**config.mk**
```make
export PLATFORM = sky130hd
export DESIGN_NAME = fp_result_pack_pipe
export DESIGN_NICKNAME = d
export VERILOG_FILES = /design/src/rtl/fp_result_pack_pipe.sv
export SDC_FILE = /design/constraint.sdc
export NUM_CORES = 1
export LEC_CHECK = 0
export CAP_MARGIN = 20
export CORE_UTILIZATION = 34
export CTS_BUF_LIST = sky130_fd_sc_hd__clkbuf_4 sky130_fd_sc_hd__clkbuf_8 sky130_fd_sc_hd__clkbuf_16
export DETAILED_ROUTE_END_ITERATION = 12
export MAX_ROUTING_LAYER = met4
export PLACE_DENSITY = 0.62
export SLEW_MARGIN = 20
export SYNTH_ARGS = -nofsm -noshare
export SYNTH_HDL_FRONTEND = slang
export SYNTH_SLANG_ARGS = --single-unit
```
**constraint.sdc**
```tcl
create_clock -name clk -period 2.1 [get_ports clk]
set_input_delay 0.42 -clock clk [delete_from_list [all_inputs] [get_ports clk]]
set_output_delay 0.42 -clock clk [all_outputs]
set_load 0.1 [all_outputs]
```
**src/rtl/fp_result_pack_pipe.sv**
```systemverilog
// Two-stage round-to-nearest-even and IEEE pack stage with valid/ready backpressure.
// Optional sticky exception accumulator enabled by defining FP_STICKY_FLAGS_EN.
module fp_result_pack_pipe #(
  parameter int EXP_W = 8,
  parameter int MAN_W = 23
) (
  input  logic                     clk,
  input  logic                     rst,
  input  logic                     in_valid,
  output logic                     in_ready,
  input  logic                     in_sign,
  input  logic [EXP_W+1:0]         in_exp,
  input  logic [MAN_W+3:0]         in_man,
  input  logic                     in_exc_invalid,
  input  logic                     in_exc_divzero,
  output logic                     out_valid,
  input  logic                     out_ready,
  output logic [EXP_W+MAN_W:0]     out_result,
  output logic [4:0]               out_flags,
  input  logic                     flags_clr,
  output logic [4:0]               sticky_flags
);

  localparam int RES_W = EXP_W + MAN_W + 1;
  localparam int XE_W  = EXP_W + 3;
  localparam logic [XE_W-2:0] EXP_ALL1 = (XE_W-1)'((2 ** EXP_W) - 1);

  logic              adv;
  logic              rup;
  logic [MAN_W+1:0]  m_sum;
  logic [XE_W-1:0]   exp_ext;

  logic              s1_valid_q, s1_valid_d;
  logic              s1_sign_q, s1_sign_d;
  logic [MAN_W:0]    s1_man_q, s1_man_d;
  logic [XE_W-1:0]   s1_exp_q, s1_exp_d;
  logic              s1_inexact_q, s1_inexact_d;
  logic              s1_inv_q, s1_inv_d;
  logic              s1_dz_q, s1_dz_d;
  logic              s1_zero_q, s1_zero_d;

  logic              ovf_c, unf_c;
  logic [RES_W-1:0]  res_c;
  logic [4:0]        flags_c;

  logic              out_valid_q, out_valid_d;
  logic [RES_W-1:0]  out_result_q, out_result_d;
  logic [4:0]        out_flags_q, out_flags_d;

  // Global stall: both stages advance together or hold together.
  assign adv      = !out_valid_q || out_ready;
  assign in_ready = adv;

  always_comb begin
    rup     = in_man[2] & (in_man[1] | in_man[0] | in_man[3]);
    m_sum   = {1'b0, in_man[MAN_W+3:3]} + {{(MAN_W+1){1'b0}}, rup};
    exp_ext = {in_exp[EXP_W+1], in_exp};

    s1_valid_d   = s1_valid_q;
    s1_sign_d    = s1_sign_q;
    s1_man_d     = s1_man_q;
    s1_exp_d     = s1_exp_q;
    s1_inexact_d = s1_inexact_q;
    s1_inv_d     = s1_inv_q;
    s1_dz_d      = s1_dz_q;
    s1_zero_d    = s1_zero_q;
    if (adv) begin
      s1_valid_d   = in_valid;
      s1_sign_d    = in_sign;
      s1_inexact_d = in_man[2] | in_man[1] | in_man[0];
      s1_inv_d     = in_exc_invalid;
      s1_dz_d      = in_exc_divzero;
      // Zero is judged on the unrounded significand so GRS debris cannot revive it.
      s1_zero_d    = (in_man[MAN_W+3:3] == '0);
      if (m_sum[MAN_W+1]) begin
        s1_man_d = m_sum[MAN_W+1:1];
        s1_exp_d = exp_ext + XE_W'(1);
      end else begin
        s1_man_d = m_sum[MAN_W:0];
        s1_exp_d = exp_ext;
      end
    end
  end

  always_comb begin
    ovf_c   = !s1_exp_q[XE_W-1] && (s1_exp_q[XE_W-2:0] >= EXP_ALL1);
    unf_c   = s1_exp_q[XE_W-1] || (s1_exp_q == '0);
    res_c   = {s1_sign_q, s1_exp_q[EXP_W-1:0], s1_man_q[MAN_W-1:0]};
    flags_c = {4'b0000, s1_inexact_q};
    if (s1_inv_q) begin
      res_c   = {1'b0, {EXP_W{1'b1}}, 1'b1, {(MAN_W-1){1'b0}}};
      flags_c = 5'b10000;
    end else if (s1_dz_q) begin
      res_c   = {s1_sign_q, {EXP_W{1'b1}}, {MAN_W{1'b0}}};
      flags_c = 5'b01000;
    end else if (s1_zero_q) begin
      res_c   = {s1_sign_q, {(RES_W-1){1'b0}}};
      flags_c = 5'b00000;
    end else if (ovf_c) begin
      res_c   = {s1_sign_q, {EXP_W{1'b1}}, {MAN_W{1'b0}}};
      flags_c = 5'b00101;
    end else if (unf_c) begin
      res_c   = {s1_sign_q, {(RES_W-1){1'b0}}};
      flags_c = 5'b00011;
    end

    out_valid_d  = out_valid_q;
    out_result_d = out_result_q;
    out_flags_d  = out_flags_q;
    if (adv) begin
      out_valid_d  = s1_valid_q;
      out_result_d = res_c;
      out_flags_d  = flags_c;
    end
  end

  always_ff @(posedge clk) begin
    if (rst) begin
      s1_valid_q   <= 1'b0;
      s1_sign_q    <= 1'b0;
      s1_man_q     <= '0;
      s1_exp_q     <= '0;
      s1_inexact_q <= 1'b0;
      s1_inv_q     <= 1'b0;
      s1_dz_q      <= 1'b0;
      s1_zero_q    <= 1'b0;
      out_valid_q  <= 1'b0;
      out_result_q <= '0;
      out_flags_q  <= '0;
    end else begin
      s1_valid_q   <= s1_valid_d;
      s1_sign_q    <= s1_sign_d;
      s1_man_q     <= s1_man_d;
      s1_exp_q     <= s1_exp_d;
      s1_inexact_q <= s1_inexact_d;
      s1_inv_q     <= s1_inv_d;
      s1_dz_q      <= s1_dz_d;
      s1_zero_q    <= s1_zero_d;
      out_valid_q  <= out_valid_d;
      out_result_q <= out_result_d;
      out_flags_q  <= out_flags_d;
    end
  end

  assign out_valid  = out_valid_q;
  assign out_result = out_result_q;
  assign out_flags  = out_flags_q;

`ifdef FP_STICKY_FLAGS_EN
  logic [4:0] sticky_q, sticky_d;

  // A clear coinciding with a transfer still keeps the transferring beat's flags.
  always_comb begin
    sticky_d = (flags_clr ? 5'b00000 : sticky_q) |
               ((out_valid_q && out_ready) ? out_flags_q : 5'b00000);
  end

  always_ff @(posedge clk) begin
    if (rst) sticky_q <= '0;
    else     sticky_q <= sticky_d;
  end

  assign sticky_flags = sticky_q;
`else
  logic unused_flags_clr;
  assign unused_flags_clr = flags_clr;
  assign sticky_flags     = 5'b00000;
`endif

endmodule

```
== Yosys cells after proc, flatten, opt, wreduce, memory -nomap -nowiden ==
Index checks and enable logic that the tools add are counted.

* Flip-flop bits (word level): 78
* Latch bits: 0
* RAM bits: 0
* Memory bits (read-only): 0
* Logic and storage cells: 38
* Memories: 0

* Add/sub/neg operators: 2
* $mul: 0
* Div/mod/pow operators: 0
* $lt $le $gt $ge: 1
* Eq/ne operators: 0
* Shift operators: 0
* Muxes and demuxes: 12
* Bitwise operators: 5
* Reductions and logical operators: 7

{| class="wikitable"
|+ Operators with widths
! cell !! count
|-
| 2-to-1 mux 31 bit || 4
|-
| 2-to-1 mux 32 bit || 1
|-
| adder 24 x 1 -> 25 bit || 1
|-
| zero test 24 bit || 1
|-
| 2-to-1 mux 23 bit || 1
|-
| adder 10 x 2 -> 11 bit (second input constant) || 1
|-
| zero test 11 bit || 1
|-
| 2-to-1 mux 11 bit || 1
|-
| >= comparator 10 x 8 -> 1 bit (second input constant) || 1
|-
| 2-to-1 mux 3 bit || 2
|-
| 2-to-1 mux 5 bit || 1
|-
| 2-to-1 mux 4 bit || 1
|-
| OR 1 bit || 4
|-
| zero test 1 bit || 2
|-
| logical OR 1 bit || 2
|-
| 2-to-1 mux 2 bit || 1
|-
| bitwise AND 1 bit || 1
|-
| logical AND 1 bit || 1
|}

== Longest topological paths before layout ==
* Depth after elaboration: 7
* Depth in mapped cells: 8
* Mapped depth without buffers: 7

== Worst setup path after synthesis ==
OpenSTA, ideal clock, no wires.

* Path type: register -> output
* Start: register out_valid_q, in the netlist out_valid
* End: output port in_ready
* Arrival: 2.260 ns
* Slack: -0.580 ns
* Stages on the path, launching flop included: 5
* Path through: dfxtp_1 -> nor2b_1 -> clkbuf_1 -> inv_2 -> clkbuf_1

* Longest elaborated chain between the ends: 2

{| class="wikitable"
|+ Ends and longest elaborated chain
! item !! line !! text
|-
| start, declared || 46 || <nowiki>logic out_valid_q, out_valid_d;</nowiki>
|-
| start signal, assigned || 139 || <nowiki>out_valid_q <= out_valid_d;</nowiki>
|-
| zero test 1 bit || 51 || <nowiki>assign adv = !out_valid_q || out_ready;</nowiki>
|-
| logical OR 1 bit || 51 ||
|-
| end, declared || 10 || <nowiki>output logic in_ready,</nowiki>
|}

No other way between the ends.

== Worst setup path in the final report ==
* Start: register s1_exp_q[8]
* End: register out_result_q[22], in the netlist out_result[22]

* Longest elaborated chain between the ends: 7
* Elaborated cells between the ends (all ways): 9

{| class="wikitable"
|+ Ends and longest elaborated chain
! item !! line !! text
|-
| start, declared || 36 || <nowiki>logic [XE_W-1:0] s1_exp_q, s1_exp_d;</nowiki>
|-
| start signal, assigned || 134 || <nowiki>s1_exp_q <= s1_exp_d;</nowiki>
|-
| branches (longest 3 deep; another with >= comparator 10 x 8 -> 1 bit) || n/a ||
|-
| 2-to-1 mux 31 bit (*) || 99 || <nowiki>end else if (ovf_c) begin</nowiki>
|-
| 2-to-1 mux 31 bit (*) || 96 || <nowiki>end else if (s1_zero_q) begin</nowiki>
|-
| 2-to-1 mux 31 bit (*) || 93 || <nowiki>end else if (s1_dz_q) begin</nowiki>
|-
| 2-to-1 mux 32 bit (*) || 90 || <nowiki>if (s1_inv_q) begin</nowiki>
|-
| end signal, assigned || 140 || <nowiki>out_result_q <= out_result_d;</nowiki>
|-
| end, declared || 47 || <nowiki>logic [RES_W-1:0] out_result_q, out_result_d;</nowiki>
|}

Every way passes the cells marked *.
A chain may end at the register's enable or synchronous reset.

==> impl_metrics.env <==
export IMPL_drt_iter0_drc=195
export IMPL_clk_latency_ns=0.35
export IMPL_final_common_cell="buf_4"
export IMPL_synth_avg_cell_area_um2=8.86
export IMPL_timing_final_crit_share=0.960
export IMPL_arrival_ns=2.29
export IMPL_synth_seq_cells=78
export IMPL_maxCapViolCount=0
export IMPL_via_per_inst=5.11
export IMPL_vdd_drop_max_mv=0.308
export IMPL_status="completed"
export IMPL_fp_dieH_um=104
export IMPL_die_area_um2=10900
export IMPL_htree_levels=3
export IMPL_synth_area_leaders="dfxtp_1 44%, a22o_1 5.4%, nor2_1 4.9%"
export IMPL_dr_pass1_iters=4
export IMPL_grt_overflow_total=0
export IMPL_grtUsageTotal=0.188
export IMPL_fin_area_um2=5060
export IMPL_finalHoldViolCount=0
export IMPL_core_area_um2=9950
export IMPL_synthesis_area_um2=3550
export IMPL_cts_tree="done"
export IMPL_clockRootBuffer="clkbuf_8"
export IMPL_final_setup_viol_count=0
export IMPL_p_total_w=0.00359
export IMPL_cp_max_fo=5
export IMPL_final_nets=579
export IMPL_antennaDiodeCount=0
export IMPL_min_path_type="input port to register"
export IMPL_max_stage_delay_ns=0.53
export IMPL_area_growth_syn_to_layout_pct=42.5
export IMPL_gp_congestion=0.846
export IMPL_wl_per_cell_um=14.3
export IMPL_drc=0
export IMPL_mostFrequentLayoutCells="97 x buf_4, 77 x dfxtp_1, 45 x nor2_1"
export IMPL_cts_sinks=78
export IMPL_drive_gt1_frac=0.253
export IMPL_cts_setup_buffers=0
export IMPL_async_reset_ff_frac=0
export IMPL_initial_core_util=0.357
export IMPL_rows=36
export IMPL_dpl_cell_area_um2=4830
export IMPL_grt_pass1_wl_um=16100
export IMPL_first_global_vias=3329
export IMPL_antenna_found_initial=0
export IMPL_grt_max_degree=24
export IMPL_max_freq_mhz=496
export IMPL_synth_top_cell_by_area="dfxtp_1"
export IMPL_p_leak_nw=2.11
export IMPL_endpoint_kind="register"
export IMPL_synth_top_area_share=0.440
export IMPL_power_per_cell_area_nw_per_um2=710
export IMPL_port_buffer_count=82
export IMPL_wirelength_um=9570
export IMPL_finalSetupTns_ns=0
export IMPL_yosysWarnings=0
export IMPL_ys_seq_area_frac=0.440
export IMPL_detailed_place_hpwl_um=7350
export IMPL_layout_min_cycle_time_ns=2.02
export IMPL_cp_data_required_time_ns=2.37
export IMPL_die_w_um=104
export IMPL_crit_type="register to register"
export IMPL_critPathLaunchType="register"
export IMPL_synth_edf_count=0
export IMPL_finClkSkew_ns=0.00912
export IMPL_ys_types=48
export IMPL_rsz0062_at_grt="true"
export IMPL_cts_resized_gates=0
export IMPL_postRouteAntennaNets=0
export IMPL_slew_viol_final=0
export IMPL_cp_slowest_cell="or4b_1"
export IMPL_netlist_instances=401
export IMPL_crit_path_cell_trace="or2_1, o21bai_1, a311o_1, or4b_1, a211oi_2"
export IMPL_hold_buffers=0
export IMPL_numCtsBuffers=9
export IMPL_n_fill_cell=947
export IMPL_ys_flop_type="dfxtp_1"
export IMPL_cts_buffer_depth=2
export IMPL_final_util=0.509
export IMPL_io_pins=89
export IMPL_path_clk_slew_ns=0.08
export IMPL_num_vias=3422
==> logic make-up after synthesis <==
kind of cell / after synthesis / synth area share
flops: 78 / 0.440
fa+ha+maj: 2 / 0.00704
compound gates: 94 / 0.192
other cells: 1 / 0.00106
buf+inv: 31 / 0.0394
xor+xnor: 24 / 0.0592
mux: 6 / 0.0169
simple gates: 165 / 0.245
==> synth_stat cells (2+ instances only) <==
library cell / instances
xor2_1: 18
o21ai_0: 10
o22ai_1: 3
nand2_1: 39
and4_1: 3
and3_1: 6
a32oi_1: 3
nor3_1: 9
buf_2: 4
nor2b_1: 5
a211oi_2: 2
nand3_1: 12
inv_1: 3
buf_4: 5
ha_1: 2
nand4_1: 14
nand3b_1: 5
o221a_2: 4
a22o_1: 22
a211oi_1: 21
dfxtp_1: 78
nor4_1: 13
xnor2_1: 6
mux2i_1: 6
nand2b_1: 2
o211ai_1: 2
a21oi_1: 22
clkbuf_1: 17
nor2_1: 46
==> path summary, 6_finish.rpt <==
kind,from,to,slack [ns],depth (start not counted)
worst max-delay path,s1_exp_q[8]$_SDFFE_PP0P_,out_result[22]$_SDFFE_PP0P_,0.08,5
worst min-delay path,rst,out_valid$_SDFFE_PP0P_,0.45,2
worst max register to register,s1_exp_q[8]$_SDFFE_PP0P_,out_result[22]$_SDFFE_PP0P_,0.08,5
worst min register to register,out_flags[3]$_SDFFE_PP0P_,out_flags[3]$_SDFFE_PP0P_,0.46,2
==> power breakdown <==
group / switching (W) / internal [W] / leakage [nW]
Clock: 0.000576 / 0.000588 / 0.103
Combinational: 0.000523 / 0.000276 / 1.37
Sequential: 0.0000626 / 0.00157 / 0.644
Total: 0.00116 / 0.00243 / 2.11
==> flip-flops by register name (all words and copies together), names as in the netlist <==
register and cells:
s1_exp_q 11, s1_inexact_q 1, out_valid 1, s1_inv_q 1
out_flags 5, s1_sign_q 1, s1_zero_q 1, s1_valid_q 1
s1_man_q 23, out_result 32, s1_dz_q 1
==> worst max-delay path: cells and delay by family (launching register included) <==
kind               cells  cell delay (ns)
AOI/OAI and AO/OA      3             0.82
DFF                    1             0.32
and+or+nand+nor        2             0.80
==> metal layers <==
layer / vias to the layer above / wire, um / global-route usage
li1: 1735 / - / -
met2: 98 / 4260 / 0.288
met4: 0 / 187 / 0.0714
met3: 18 / 470 / 0.0338
met5: - / 0 / -
met1: 1571 / 4650 / 0.245
==> layout make-up <==
| type | count | area [um^2] | share of cell area |
|---|---|---|---|
| Clock inverter | 6 | 68.8 | 0.0136 |
| Timing Repair Buffer | 143 | 1210 | 0.240 |
| Multi-Input combinational cell | 296 | 1900 | 0.375 |
| Clock buffer | 10 | 138 | 0.0272 |
| Sequential cell | 78 | 1560 | 0.309 |
| Inverter | 4 | 15.0 | 0.00297 |
| Tap cell | 133 | 166 | 0.0329 |
==> per-stage QoR <==
step	setup slack, ns	hold WS [ns]	instances
floorplan	0.0314	0.432	405
global placement	-0.233	0.439	654
detailed placement	-0.271	0.449	654
CTS	0.0819	0.442	670
global route	-0.00169	0.486	670
finish	0.0841	0.452	670
(Power assumes the default switching activity.)
